### src/rtl/tmds_decoder.sv
// TMDS sink channel: bitslip-driven word alignment on control-token runs, 10b->8b data and token decode.
// Define TMDS_DEC_STATS_EN to add the saturating slip_cnt_o / relock_cnt_o statistics ports.
module tmds_decoder #(
    parameter int MIN_CTRL_RUN = 8,
    parameter int SEARCH_WIN   = 1024,
    parameter int SLIP_WAIT    = 4,
    parameter int LOCK_TIMEOUT = 1024
) (
    input  logic       clk_i,
    input  logic       rst_i,
    input  logic       word_vld_i,
    input  logic [9:0] tmds_word_i,
    output logic       bitslip_o,
    output logic       aligned_o,
    output logic       out_vld_o,
    output logic       de_o,
    output logic [7:0] data_o,
    output logic [1:0] ctrl_o
`ifdef TMDS_DEC_STATS_EN
    ,
    output logic [7:0] slip_cnt_o,
    output logic [7:0] relock_cnt_o
`endif
);
    localparam int RUN_W  = $clog2(MIN_CTRL_RUN + 1);
    localparam int WIN_W  = $clog2(SEARCH_WIN + 1);
    localparam int WAIT_W = $clog2(SLIP_WAIT + 1);
    localparam int TO_W   = $clog2(LOCK_TIMEOUT + 1);

    localparam logic [RUN_W-1:0]  RUN_MAX   = RUN_W'(MIN_CTRL_RUN);
    localparam logic [RUN_W-1:0]  RUN_LAST  = RUN_W'(MIN_CTRL_RUN - 1);
    localparam logic [WIN_W-1:0]  WIN_LAST  = WIN_W'(SEARCH_WIN - 1);
    localparam logic [WAIT_W-1:0] WAIT_LAST = WAIT_W'(SLIP_WAIT - 1);
    localparam logic [TO_W-1:0]   TO_LAST   = TO_W'(LOCK_TIMEOUT - 1);

    typedef enum logic [1:0] {ST_SEARCH, ST_SLIP_WAIT, ST_LOCKED} state_t;

    state_t            state, state_n;
    logic [RUN_W-1:0]  ctrl_run, ctrl_run_n;
    logic [WIN_W-1:0]  win_cnt, win_cnt_n;
    logic [WAIT_W-1:0] wait_cnt, wait_cnt_n;
    logic [TO_W-1:0]   to_cnt, to_cnt_n;
    logic              bitslip_n;
    logic              is_tok;
    logic [1:0]        tok;
    logic [7:0]        b, d;
    logic              run_hit;

    // NOTE: every always_comb output gets a default first so no path leaves it unassigned (no latch).
    always_comb begin
        is_tok = 1'b1;
        tok    = 2'b00;
        case (tmds_word_i)
            10'h354: tok = 2'b00;
            10'h0AB: tok = 2'b01;
            10'h154: tok = 2'b10;
            10'h2AB: tok = 2'b11;
            default: is_tok = 1'b0;
        endcase
    end

    always_comb begin
        b    = tmds_word_i[9] ? ~tmds_word_i[7:0] : tmds_word_i[7:0];
        d    = 8'h00;
        d[0] = b[0];
        for (int i = 1; i < 8; i++) begin
            d[i] = tmds_word_i[8] ? (b[i] ^ b[i-1]) : ~(b[i] ^ b[i-1]);
        end
    end

    // Saturation of ctrl_run makes a hit fire once per run; a data word re-arms it.
    assign run_hit = word_vld_i && is_tok && (state != ST_SLIP_WAIT) && (ctrl_run == RUN_LAST);

    always_comb begin
        state_n    = state;
        ctrl_run_n = ctrl_run;
        win_cnt_n  = win_cnt;
        wait_cnt_n = wait_cnt;
        to_cnt_n   = to_cnt;
        bitslip_n  = 1'b0;

        if (word_vld_i && state != ST_SLIP_WAIT) begin
            if (!is_tok)
                ctrl_run_n = '0;
            else if (ctrl_run != RUN_MAX)
                ctrl_run_n = ctrl_run + 1'b1;
        end

        case (state)
            ST_SEARCH: begin
                if (word_vld_i) begin
                    if (run_hit) begin
                        state_n   = ST_LOCKED;
                        win_cnt_n = '0;
                        to_cnt_n  = '0;
                    end else if (win_cnt == WIN_LAST) begin
                        state_n    = ST_SLIP_WAIT;
                        bitslip_n  = 1'b1;
                        win_cnt_n  = '0;
                        wait_cnt_n = '0;
                    end else begin
                        win_cnt_n = win_cnt + 1'b1;
                    end
                end
            end
            ST_SLIP_WAIT: begin
                if (wait_cnt == WAIT_LAST) begin
                    state_n    = ST_SEARCH;
                    wait_cnt_n = '0;
                    win_cnt_n  = '0;
                    ctrl_run_n = '0;
                end else begin
                    wait_cnt_n = wait_cnt + 1'b1;
                end
            end
            ST_LOCKED: begin
                if (word_vld_i) begin
                    if (run_hit) begin
                        to_cnt_n = '0;
                    end else if (to_cnt == TO_LAST) begin
                        state_n    = ST_SEARCH;
                        to_cnt_n   = '0;
                        win_cnt_n  = '0;
                        ctrl_run_n = '0;
                    end else begin
                        to_cnt_n = to_cnt + 1'b1;
                    end
                end
            end
            default: state_n = ST_SEARCH;
        endcase
    end

    // NOTE: sequential state uses non-blocking assignments so every register samples pre-edge values.
    always_ff @(posedge clk_i) begin
        if (rst_i) begin
            state     <= ST_SEARCH;
            ctrl_run  <= '0;
            win_cnt   <= '0;
            wait_cnt  <= '0;
            to_cnt    <= '0;
            bitslip_o <= 1'b0;
        end else begin
            state     <= state_n;
            ctrl_run  <= ctrl_run_n;
            win_cnt   <= win_cnt_n;
            wait_cnt  <= wait_cnt_n;
            to_cnt    <= to_cnt_n;
            bitslip_o <= bitslip_n;
        end
    end

    assign aligned_o = (state == ST_LOCKED);

    // NOTE: decoded outputs are reset too, so a capture sees clean zeros rather than stale pixels.
    always_ff @(posedge clk_i) begin
        if (rst_i) begin
            out_vld_o <= 1'b0;
            de_o      <= 1'b0;
            data_o    <= 8'h00;
            ctrl_o    <= 2'b00;
        end else if (word_vld_i) begin
            out_vld_o <= (state == ST_LOCKED);
            if (is_tok) begin
                de_o   <= 1'b0;
                ctrl_o <= tok;
                data_o <= 8'h00;
            end else begin
                de_o   <= 1'b1;
                data_o <= d;
            end
        end else begin
            out_vld_o <= 1'b0;
        end
    end

`ifdef TMDS_DEC_STATS_EN
    always_ff @(posedge clk_i) begin
        if (rst_i) begin
            slip_cnt_o   <= 8'h00;
            relock_cnt_o <= 8'h00;
        end else begin
            if (bitslip_o && slip_cnt_o != 8'hFF)
                slip_cnt_o <= slip_cnt_o + 8'h01;
            if (state == ST_LOCKED && state_n == ST_SEARCH && relock_cnt_o != 8'hFF)
                relock_cnt_o <= relock_cnt_o + 8'h01;
        end
    end
`endif

endmodule

### config.mk
export PLATFORM = sky130hd
export DESIGN_NAME = tmds_decoder
export DESIGN_NICKNAME = d
export VERILOG_FILES = /design/src/rtl/tmds_decoder.sv
export SDC_FILE = /design/constraint.sdc
export NUM_CORES = 1
export LEC_CHECK = 0
export CORE_MARGIN = 3
export CORE_UTILIZATION = 45
export DETAILED_ROUTE_END_ITERATION = 6
export PLACE_DENSITY = 0.64
export SYNTH_ARGS = -nofsm -noshare
export SYNTH_HDL_FRONTEND = slang
export SYNTH_SLANG_ARGS = --single-unit
### constraint.sdc
create_clock -name clk_i -period 2.77 [get_ports clk_i]
set_input_delay 0.554 -clock clk_i [delete_from_list [all_inputs] [get_ports clk_i]]
set_output_delay 0.554 -clock clk_i [all_outputs]
set_load 0.02 [all_outputs]
After elaboration in Yosys (flattened, before gate mapping)
Index checks and enable logic that the tools add are counted.

cells by class
  add/sub/neg operators = 4
  eq/ne operators = 21
  multiplexer cells = 48
  bitwise logic cells = 17
  reductions and logical operators = 16

operator list
  cell                     number
  $mux W11                 12
  $pmux W11 S3             1
  $mux W4                  7
  $add A11 B1 Y11 const B  2
  $eq A11 B10 Y1 const B   2
  $pmux W11 S2             1
  $eq A10 B10 Y1 const B   2
  $mux W8                  2
  $mux W2                  7
  $ne A2 B2 Y1 const B     7
  $mux W3                  4
  $pmux W2 S3              2
  $reduce_and A6 Y1        2
  $eq A10 B8 Y1 const B    1
  $eq A10 B9 Y1 const B    1
  $mux W1                  10
  $not A1 Y1               9
  $not A8 Y8               1
  $pmux W4 S2              1
  $reduce_and A4 Y1        2
  $reduce_or A4 Y1         2
  $xor A1 B1 Y1            7
  $pmux W3 S2              1
  $add A4 B1 Y4 const B    1
  14 further kinds         19

word-level totals
  bits in registers = 44
  input bits = 13
  output and inout port bits = 14
  word-level logic and storage cells = 116

Logic depth before layout (Yosys ltp)
  word-level depth = 9
  gate-level depth with buffers = 9

Worst setup path after synthesis
No wires, ideal clock.

  path kind = input -> register
  start point = input port tmds_word_i[8]
  end point = register win_cnt[0]
  setup time = 0.121 ns
  data arrival time = 2.073 ns
  data required time = 2.649 ns
  slack = 0.576 ns
  stages on the path = 8
  buffers on the path = 2
  path through = buf_4 nor4b_2 and3_1 buf_4 o21a_2 a211oi_4 nor2_1 mux2_2

on the way
  cells in the longest elaborated chain, start to end = 9
  elaborated cells between the ends (all ways) = 14
  classes of those cells = eq/ne: 5; mux: 4; reduce/logical: 5

ends and longest elaborated chain
  item                                          line  source
  from (decl)                                   12    input logic [9:0] tmds_word_i,
  $eq A10 B10 Y1, or another cell as far along  53    case (tmds_word_i)
  $reduce_or A4 Y1 (no line) *                  n/a
  $mux W1 *                                     53
  $logic_and A1 B1 Y1 * (3 in series)           72    assign run_hit = word_vld_i && is_tok && (state != ST_SLIP_WAIT) && (ctrl_run == RUN_LAST);
  $mux W11                                      92    if (run_hit) begin
  $mux W11                                      91    if (word_vld_i) begin
  $pmux W11 S3                                  89    case (state)
  to (signal assigned)                          146   win_cnt <= win_cnt_n;
  to (decl)                                     40    logic [WIN_W-1:0] win_cnt, win_cnt_n;

Every way passes the cells marked *; elsewhere a longest branch is shown, timed or not. The select of a mux whose other input is x is not followed.
A chain may end at the register's enable or synchronous reset.

Final worst setup path
  start point = register state[0]
  end point = output port aligned_o

on the way
  cells in the longest elaborated chain, start to end = 1

ends and longest elaborated chain
  item                    line  source
  from (decl)             38    state_t state, state_n;
  from (signal assigned)  144   state <= state_n;
  $eq A2 B2 Y1            153   assign aligned_o = (state == ST_LOCKED);
  to (decl)               14    output logic aligned_o,

No other way between the ends.

==> results.yml <==
placement:
  buffer_ports.inserted: 26
  gpl.final_weighted_congestion: 0.792
  dp.final_hpwl_um: 3840
worst_setup_path:
  crit_slowest_cell: "clkdlybuf4s50_1"
  cp_data_required_time_ns: 2.22
  critPathMaxFanout: 9
  critPathCaptureType: "primary output"
  r2r_start: "to_cnt[0]"
  cp_top_family: "buffers and inverters"
  timing_worst_setup_path_type: "reg -> out"
  timing.critical_path.depth: 3
  crit_chain: "inv_1 > ha_1 > clkdlybuf4s50_1"
  r2r_end: "win_cnt[9]"
  crit_path_start: "state[0]"
  timing.critical_path.arrival_ns: 1.85
  worst_setup_path_endpoint: "aligned_o"
  critical_path_buf_inv_count: 2
  reg2reg_setup_slack_ns: 0.51
  worstSetupStartpointType: "flop"
  critPathMaxStageDelay_ns: 0.69
  reg2regPathDepth: 7
timing:
  rsz0062_at_grt: "false"
  final_hold_viol_count: 0
  post-route-min-period_ns: 2.41
  relSlewSlack_pct: 63.4
  setup_skew_after_layout_ns: 0.00745
  sum_of_negative_setup_slack_ns: 0
  slew_violations: 0
  hold-worst-slack_ns: 0.473
  layout_worst_path_cycle_share_pct: 86.9
  fmax_mhz: 416
  setup-violations-final: 0
  worstMarginPinSlew_ns: 0.543
logic_synthesis:
  dominantRegCellSynth: "dfxtp_1"
  number_of_synthesis_warnings: 0
  synth_top_area_cell: "dfxtp_1"
  syn_nets: 288
  yosysTopAreaCellShare_pct: 36.6
  synth.cell_area_um2: 2410
  post_synth_inst_count: 266
  post_synth_main_area_contributors: "dfxtp_1 37%, a22o_1 5.1%, ha_1 4.7%, xnor2_1 4.4%, a21oi_1 3.7%"
  synth-edff-count: 0
  post-synth-top-count-cell: "dfxtp_1"
  postSynth.asyncResetShare_pct: 0
  synth.yosys.seq_area_share_pct: 36.6
  synth.lib_cells_used.distinct: 55
  post_synth.cell_area_avg_um2: 9.06
  yosys_register_bits: 44
  ys_top_cells_by_count: "44 x dfxtp_1, 19 x nor2_1, 18 x a21oi_1, 18 x nand2_1, 14 x a22o_1"
die:
  die_area_um2: 6270
  ios: 27
  coreArea_um2: 5140
  placement_rows: 26
  initial_utilization_pct: 46.9
  dieHeight_um: 79.2
  die_width_um: 79.2
drt:
  routed_wirelength_um: 5160
  first_iter_violations: 93
  via_per_inst: 5.37
  remaining_drc_errors: 0
  routedWlPerCell_um: 13.7
  num_vias: 2018
  antenna_violating_nets_post_route: 0
  firstDrtPassIters: 4
job:
  max_cap_viol_count: 0
clock_tree:
  ctsResizeCount: 0
  clk_pin_slew_ns: 0.08
  clock-root-buffer: "clkbuf_8"
  number_of_buffers_created_by_cts: 5
  cts_htree_levels: 2
  cts_tree: "yes"
  clk-insertion-delay-late_ns: 0.29
  cts.sink_count: 44
  cts_max_path_buffers: 2
  postcts_setup_bufs: 0
  cts-hold-fix-buffers: 0
cells_and_area:
  insertedDiodeCount: 0
  fin_nets: 328
  area_delta_synth_final_pct: 21.3
  drive_above_1_share_pct: 13.4
global_route:
  first_global_vias: 1883
  number_of_antenna_violations_at_the_first_check_in_global_routing: 0
  grt_pass1_wl_um: 9050
  globalRouteTotalUtil_pct: 17.9
  grt_overflow_total: 0
  largest_net_degree_at_the_start_of_global_routing: 28
power_and_ir_drop:
  vdd_ir_drop_max_mv: 0.287
  static-leakage-power_nw: 1.08
  finalPower_mw: 1.25
  power_per_cell_area_nw_per_um2: 429
outcome:
  status: "finished, final reports clean"
worst_hold_path:
  holdCritPathClass: "reg -> reg"
  hold_path_cells: 2
  hold_start: "wait_cnt[1]"
-- stage by stage --
stage / util (%) / cells / setup slack (ns) / cell area (um2)
finish: 56.9 / 376 / 0.364 / 2920
global route: 56.9 / 376 / 0.219 / 2920
CTS: 56.9 / 376 / 0.371 / 2920
detailed placement: 55.0 / 369 / 0.0783 / 2830
global placement: 55.0 / 369 / 0.0705 / 2830
floorplan: - / 266 / 0.576 / 2410
-- registers in the layout, summed over array words and instances, names as in the netlist --
register,flops
bitslip_o,1
ctrl_o,2
ctrl_run,4
data_o,8
de_o,1
out_vld_o,1
state,2
to_cnt,11
wait_cnt,3
win_cnt,11
-- kinds of logic after synthesis --
family,count (synthesis),synth area share (%)
and+or+nand+nor,103,26.1
muxes,5,2.18
adders and majority gates,9,4.67
AOI/OAI and AO/OA,65,19.6
DFF,44,36.6
xor gates and xnor gates,19,6.91
buffers and inverters,21,4.00
-- tightest hold or removal path: cells and delay by family, from the launching register on --
kind / cells / cell delay (ns)
AOI/OAI and AO/OA: 1 / 0.05
DFF: 1 / 0.32
and+or+nand+nor: 1 / 0.06
-- cells in the final DEF (no fill, tap or decap), drive strengths merged, types with 5 or more instances in the layout --
| master | n |
|---|---|
| a211oi | 5 |
| a21oi | 18 |
| a22o | 14 |
| and3 | 6 |
| buf | 16 |
| clkbuf | 7 |
| clkdlybuf4s50 | 26 |
| dfxtp | 44 |
| ha | 9 |
| inv | 12 |
| nand2 | 18 |
| nand3 | 10 |
| nor2 | 19 |
| nor2b | 6 |
| nor3 | 8 |
| o21ai | 10 |
| o22ai | 6 |
| or3 | 7 |
| xnor2 | 12 |
| xor2 | 7 |
-- final cells by class --
cell class	instances	area [um2]
clock buffer	7	96.3
tap	70	87.6
multi-input combinational	201	1430
fill	493	2220
inverter	12	45.0
sequential	44	881
timing repair buffer	42	380
-- how the worst min path moves through the flow --
stage	end	slack [ns]
floorplan	wait_cnt[1]	0.44
global placement	wait_cnt[1]	0.45
detailed placement	wait_cnt[1]	0.45
CTS	wait_cnt[1]	0.47
global route	win_cnt[10]	0.48
finish	wait_cnt[1]	0.47
-- per-layer routing --
layer	vias up	track usage (%)	routed length (um)
met2	46	28.3	2390
met4	0	6.19	70
met5	-	0	0
met1	906	24.3	2500
li1	1058	-	-
met3	8	3.63	201
-- power breakdown --
part	internal, mW	switching, mW
Clock	0.222	0.210
Sequential	0.647	0.00803
Combinational	0.0845	0.0814
Total	0.954	0.299
(Power assumes the default switching activity.)
